[config.mk]
export PLATFORM = sky130hd
export DESIGN_NAME = write_channel_gate_mc
export DESIGN_NICKNAME = d
export VERILOG_FILES = /design/src/rtl/write_channel_gate_mc.sv
export SDC_FILE = /design/constraint.sdc
export NUM_CORES = 1
export LEC_CHECK = 0
export CAP_MARGIN = 25
export CORE_ASPECT_RATIO = 1.25
export CORE_MARGIN = 1
export CORE_UTILIZATION = 33
export CTS_BUF_LIST = sky130_fd_sc_hd__clkbuf_8
export DETAILED_ROUTE_END_ITERATION = 6
export PLACE_DENSITY = 0.8
export SETUP_SLACK_MARGIN = 0.3
export SLEW_MARGIN = 15
export SYNTH_ARGS = -nofsm -noshare
export SYNTH_HDL_FRONTEND = slang
export SYNTH_SLANG_ARGS = --single-unit
[constraint.sdc]
create_clock -name clk -period 1.5 [get_ports clk]
set_clock_uncertainty 0.1 [all_clocks]
set_input_delay 0.225 -clock clk [delete_from_list [all_inputs] [get_ports clk]]
set_output_delay 0.225 -clock clk [all_outputs]
set_load 0.03 [all_outputs]
[src/rtl/write_channel_gate_mc.sv]
// -----------------------------------------------------------------------------
// write_channel_gate_mc
//
// Multi-channel AXI W-channel gate for the axi_node write path. For each of
// NUM_CH channels the raw WVALID/WREADY pair is masked toward the slave-side
// FIFO logic:
//   - while the channel FIFO stays empty (the beat that drains it still passes),
//   - for HOLD_CYCLES cycles after each FIFO read-enable.
// Suppressed handshakes raise a sticky per-channel error flag.
//
// Optional feature: define WCHAN_GATE_STATS_EN to build per-channel saturating
// counters of accepted beats and masked cycles. Without it the statistics
// outputs are constant 0 and no counter flops exist.
// -----------------------------------------------------------------------------
module write_channel_gate_mc #(
    parameter int NUM_CH      = 4,   // independent write channels (1..16)
    parameter int HOLD_CYCLES = 1,   // masked cycles after a read-enable (1..15)
    parameter int STAT_W      = 16   // statistics counter width
) (
    input  logic                       clk,
    input  logic                       rst,
    input  logic [NUM_CH-1:0]          empty,
    input  logic [NUM_CH-1:0]          r_enable,
    input  logic [NUM_CH-1:0]          m_WVALID,
    input  logic [NUM_CH-1:0]          m_WREADY,
    input  logic                       bypass,
    input  logic                       err_clr,
    output logic [NUM_CH-1:0]          m_WVALID_out,
    output logic [NUM_CH-1:0]          m_WREADY_out,
    output logic [NUM_CH-1:0]          gated,
    output logic [NUM_CH-1:0]          err_suppr,
    output logic [NUM_CH*STAT_W-1:0]   stat_beats,
    output logic [NUM_CH*STAT_W-1:0]   stat_blocked
);

    // Reload value for the hold counter; the counter is 4 bits wide.
    localparam logic [3:0] HOLD_LOAD = 4'(HOLD_CYCLES);

    // Per-channel state.
    logic [NUM_CH-1:0] r_empty_q;              // empty seen last cycle
    logic [3:0]        r_hold_cnt [NUM_CH];    // remaining masked cycles
    logic [NUM_CH-1:0] r_err_suppr;            // sticky suppressed-handshake flag

    // Combinational decisions.
    logic [NUM_CH-1:0] w_mask;                 // mask decision before bypass
    logic [NUM_CH-1:0] w_gated;                // final per-channel mask
    logic [NUM_CH-1:0] w_suppr;                // handshake masked this cycle
    logic [NUM_CH-1:0] w_beat;                 // handshake accepted this cycle

    // Track the previous empty level; reset to "was empty" so an empty FIFO
    // is masked straight out of reset rather than treated as a draining edge.
    always_ff @(posedge clk or posedge rst) begin
        // NOTE: state registers use non-blocking assignments so every flop
        // samples the pre-edge values regardless of block ordering.
        if (rst) begin
            r_empty_q <= '1;
        end else begin
            r_empty_q <= empty;
        end
    end

    // Hold counter: a read-enable (re)loads HOLD_CYCLES, otherwise count to 0.
    always_ff @(posedge clk or posedge rst) begin
        // NOTE: the hold counters are a handful of control flops, not a RAM,
        // so they are cleared by reset; this also abandons any hold in flight.
        if (rst) begin
            for (int i = 0; i < NUM_CH; i++) begin
                r_hold_cnt[i] <= 4'd0;
            end
        end else begin
            for (int i = 0; i < NUM_CH; i++) begin
                if (r_enable[i]) begin
                    r_hold_cnt[i] <= HOLD_LOAD;
                end else if (r_hold_cnt[i] != 4'd0) begin
                    r_hold_cnt[i] <= r_hold_cnt[i] - 4'd1;
                end
            end
        end
    end

    // Mask decision: the empty rules take priority over the hold counter.
    always_comb begin
        // NOTE: default every bit first so no path leaves w_mask unassigned,
        // which would otherwise infer a latch.
        w_mask = '0;
        for (int i = 0; i < NUM_CH; i++) begin
            if (empty[i]) begin
                // Falling into empty passes the draining beat once, then masks.
                w_mask[i] = r_empty_q[i];
            end else begin
                w_mask[i] = (r_hold_cnt[i] != 4'd0);
            end
        end
    end

    // Bypass only affects the outputs; the state above keeps updating.
    assign w_gated      = bypass ? '0 : w_mask;
    assign w_suppr      = w_gated & m_WVALID & m_WREADY;
    assign w_beat       = ~w_gated & m_WVALID & m_WREADY;

    assign m_WVALID_out = m_WVALID & ~w_gated;
    assign m_WREADY_out = m_WREADY & ~w_gated;
    assign gated        = w_gated;
    assign err_suppr    = r_err_suppr;

    // Sticky error flag: a new suppression in the same cycle as err_clr wins.
    always_ff @(posedge clk or posedge rst) begin
        if (rst) begin
            r_err_suppr <= '0;
        end else begin
            r_err_suppr <= (r_err_suppr & ~{NUM_CH{err_clr}}) | w_suppr;
        end
    end

`ifdef WCHAN_GATE_STATS_EN

    localparam logic [STAT_W-1:0] STAT_MAX = '1;

    logic [STAT_W-1:0] r_stat_beats   [NUM_CH];
    logic [STAT_W-1:0] r_stat_blocked [NUM_CH];

    // Saturating statistics counters; only rst clears them.
    always_ff @(posedge clk or posedge rst) begin
        if (rst) begin
            for (int i = 0; i < NUM_CH; i++) begin
                r_stat_beats[i]   <= '0;
                r_stat_blocked[i] <= '0;
            end
        end else begin
            for (int i = 0; i < NUM_CH; i++) begin
                if (w_beat[i] && (r_stat_beats[i] != STAT_MAX)) begin
                    r_stat_beats[i] <= r_stat_beats[i] + 1'b1;
                end
                if (w_gated[i] && (r_stat_blocked[i] != STAT_MAX)) begin
                    r_stat_blocked[i] <= r_stat_blocked[i] + 1'b1;
                end
            end
        end
    end

    // Pack the per-channel counters onto the flat output buses.
    always_comb begin
        stat_beats   = '0;
        stat_blocked = '0;
        for (int i = 0; i < NUM_CH; i++) begin
            stat_beats[i*STAT_W +: STAT_W]   = r_stat_beats[i];
            stat_blocked[i*STAT_W +: STAT_W] = r_stat_blocked[i];
        end
    end

`else

    // Statistics not built: the accepted-beat term has no consumer.
    logic w_beat_unused;
    assign w_beat_unused = ^w_beat;

    assign stat_beats   = '0;
    assign stat_blocked = '0;

`endif

endmodule
==> impl_metrics.yaml <==
status:
  status: "finished with violations"
  violations: "negative setup slack"
clock_tree:
  clock-root-buffer: "clkbuf_8"
  clk_pin_slew_ns: 0.08
  clkSinkCount: 24
  cts_buffer_depth: 2
  htreeDepth: 1
  cts_hold_buf: 0
  insertion_delay_ns: 0.26
  cts_buffers: 3
  cts_tree: "yes"
power:
  p_switching_uw: 1955
  peakVddDrop_mv: 0.4813
  p_comb_share_pct: 69.8
  internal_power_uw: 2640
  power_density_nw_per_um2: 1529
  leakagePower_uw: 0.001522
  sw_frac_of_total_pct: 42.54
  clkPwrFrac_pct: 8.2
  seqPwrFrac_pct: 21.9
  power_uw: 4596
logic_synthesis:
  yosysSeqAreaShare_pct: 26.51
  yosysWarningCount: 0
  synthArstFlopShare_pct: 100.0
  yosys.area.top_type_share_pct: 42.06
  synth_edf_count: 0
  syn_inst: 247
  synth.area.top_cells: "buf_4, dfrtp_1, dfstp_2"
  synth_seq_cells: 24
  synth-main-ff-cell: "dfrtp_1"
  avgSynthCellArea_um2: 9.250
  yosysUniqueCellTypes: 20
  syn_area_um2: 2285
  yosysTopAreaCell: "buf_4"
die:
  die_w_um: 76.42
  die_area_um2: 7262
  core_area_um2: 6606
  die_height_um: 95.03
  std_cell_rows: 33
  initial_utilization_pct: 34.58
  ioPinCount: 164
hold_path:
  hp-class: "input port to async pin"
timing:
  period_share_pct: 124.1
  tns_ns: -4.600
  setup_slack_ns: -0.3615
  min_period_ns: 1.862
  clock.fmax_mhz: 537.2
  setup_viol: 19
  report.final.hold_viol_count: 0
  slew_viol_final: 0
  rsz0062_at_grt: "yes"
worst_setup_path:
  cp_cell_sequence: "inv_2, ha_4, nor4b_4, nor3_4, buf_12, nor2b_4, buf_6"
  worstSetupPathType: "register to output port"
  cpPeakStageDelay_ns: 0.40
  cp-startpoint: "r_hold_cnt[0]"
  critical_path.top_delay_family: "flip-flops"
  rr_startpoint: "r_hold_cnt[8]"
  path_max_fanout: 4
  reg2reg_depth: 7
  reg2reg_slack_ns: -0.13
  crit_path_end_kind: "output port"
  r2r_end: "r_hold_cnt[8]"
  crit_buf_inv: 3
  critical_path_required_ns: 1.17
  cp_slowest_cell: "dfrtp_1"
  crit_arrival_ns: 1.54
  cp-start-kind: "register"
place:
  dpl_cell_area_um2: 2562
  post-place-ws_ns: -0.2557
  gp_congestion: 0.7105
  dp_hpwl_um: 2753
  portBuffers: 35
finish:
  n_antenna_cell: 0
  fin_area_um2: 3005
  drive_above_1_share_pct: 38.18
  layout.nets: 360
  syn2layout_area_growth_pct: 31.54
detailed_routing:
  remaining_drc_errors: 0
  drtIter0Drc: 22
  drt_wl_total_um: 3905
  wl_per_cell_um: 9.365
  ant_nets: 0
  route.vias.total: 1518
  dr.pass1.iters: 4
  viasPerCell: 3.640
grt:
  first_global_vias: 1360
  grt_pass1_wl_um: 5982
  antenna_found_initial: 0
  overflow: 0
  grt_max_degree: 25
  grt_util_all_layers_pct: 10.46
flow_run:
  drv_cap: 0
==> power groups by stage <==
stage | sequential, µW | combinational [µW] | clock (µW)
after floorplan | 1060 | 1780 | 0
after global placement | 990 | 2260 | 0
after detailed placement | 1000 | 2310 | 0
after CTS | 1000 | 2930 | 393
after global routing | 1030 | 3430 | 422
final | 1010 | 3210 | 378
==> metrics by stage <==
stage / util, % / hold slack, ns / instances
after global routing: 45.49 / 0.2597 / 417
after global placement: 38.79 / 0.3766 / 395
after detailed placement: 38.79 / 0.3834 / 395
after CTS: 44.02 / 0.2145 / 412
after floorplan: - / 0.1295 / 374
final: 45.49 / 0.2092 / 417
==> layout make-up <==
class,instances,area [µm²]
Inverter,10,37.54
Timing Repair Buffer,81,755.7
Multi-Input combinational cell,212,1456
Sequential cell,24,605.6
Tap cell,87,108.9
Clock buffer,3,41.29
Fill cell,626,3601
==> kinds of logic after synthesis <==
kind of cell             Yosys count  share of synthesized area (%)
buffers and inverters            138                          43.70
AND/OR/NAND/NOR                   56                          17.09
flip-flops                        24                          26.51
AO/OA/AOI/OAI                     12                          4.874
adder cells (fa/ha/maj)            8                          4.381
XOR/XNOR                           4                          1.533
multiplexers                       4                          1.753
other                              1                         0.1641
==> sequential cells by signal, indices dropped and copies added (netlist names) <==
signal and count:
err_suppr 4, r_empty_q 4, r_hold_cnt 16
==> how the worst max path moves through the flow <==
stage          cells past startpoint               to  slack, ns
2_1_floorplan                      5  m_WREADY_out[1]      -0.18
3_3_place_gp                       4         gated[3]      -0.24
3_5_place_dp                       4         gated[3]      -0.26
4_1_cts                            7  m_WREADY_out[3]      -0.38
5_1_grt                            6  m_WREADY_out[0]      -0.44
6_report                           7  m_WREADY_out[3]      -0.36
==> routing by layer <==
layer | share of wire [%] | vias to the layer above | wire, µm | GRT usage, %
met5 | 0 | - | 0 | 0
li1 | - | 701 | - | -
met2 | 58 | 109 | 2276 | 21.25
met3 | 11 | 2 | 415 | 3.349
met4 | 0.44 | 0 | 17 | 4.006
met1 | 31 | 706 | 1196 | 9.611
==> cells in the mapped netlist (8+ instances only) <==
library cell and n:
nand2b_1 12, ha_1 8, nor2b_1 12, dfrtp_1 20, buf_4 128, nor2_1 12
inv_1 10
==> timing repair <==
action	in CTS	in global routing
pin swaps	25	9
gates cloned	0	0
buffers inserted	14	5
endpoints found under the setup margin	33	32
resized for setup	71	13
==> layout by cell type, fill, tap and decap left out, types with 6 or more instances in the layout <==
| master | instances |
|---|---|
| inv_2 | 8 |
| buf_6 | 24 |
| nor2b_4 | 8 |
| dfrtp_1 | 20 |
| clkdlybuf4s50_1 | 19 |
| nand2b_1 | 10 |
| nor2_1 | 6 |
| buf_4 | 32 |
| conb_1 | 128 |
| nor3_4 | 8 |
==> tightest hold or removal path, stage by stage <==
cell and delay [ns]:
clkdlybuf4s50_1 0.39, inv_1 0.05, buf_4 0.31
(Power assumes the default switching activity.)
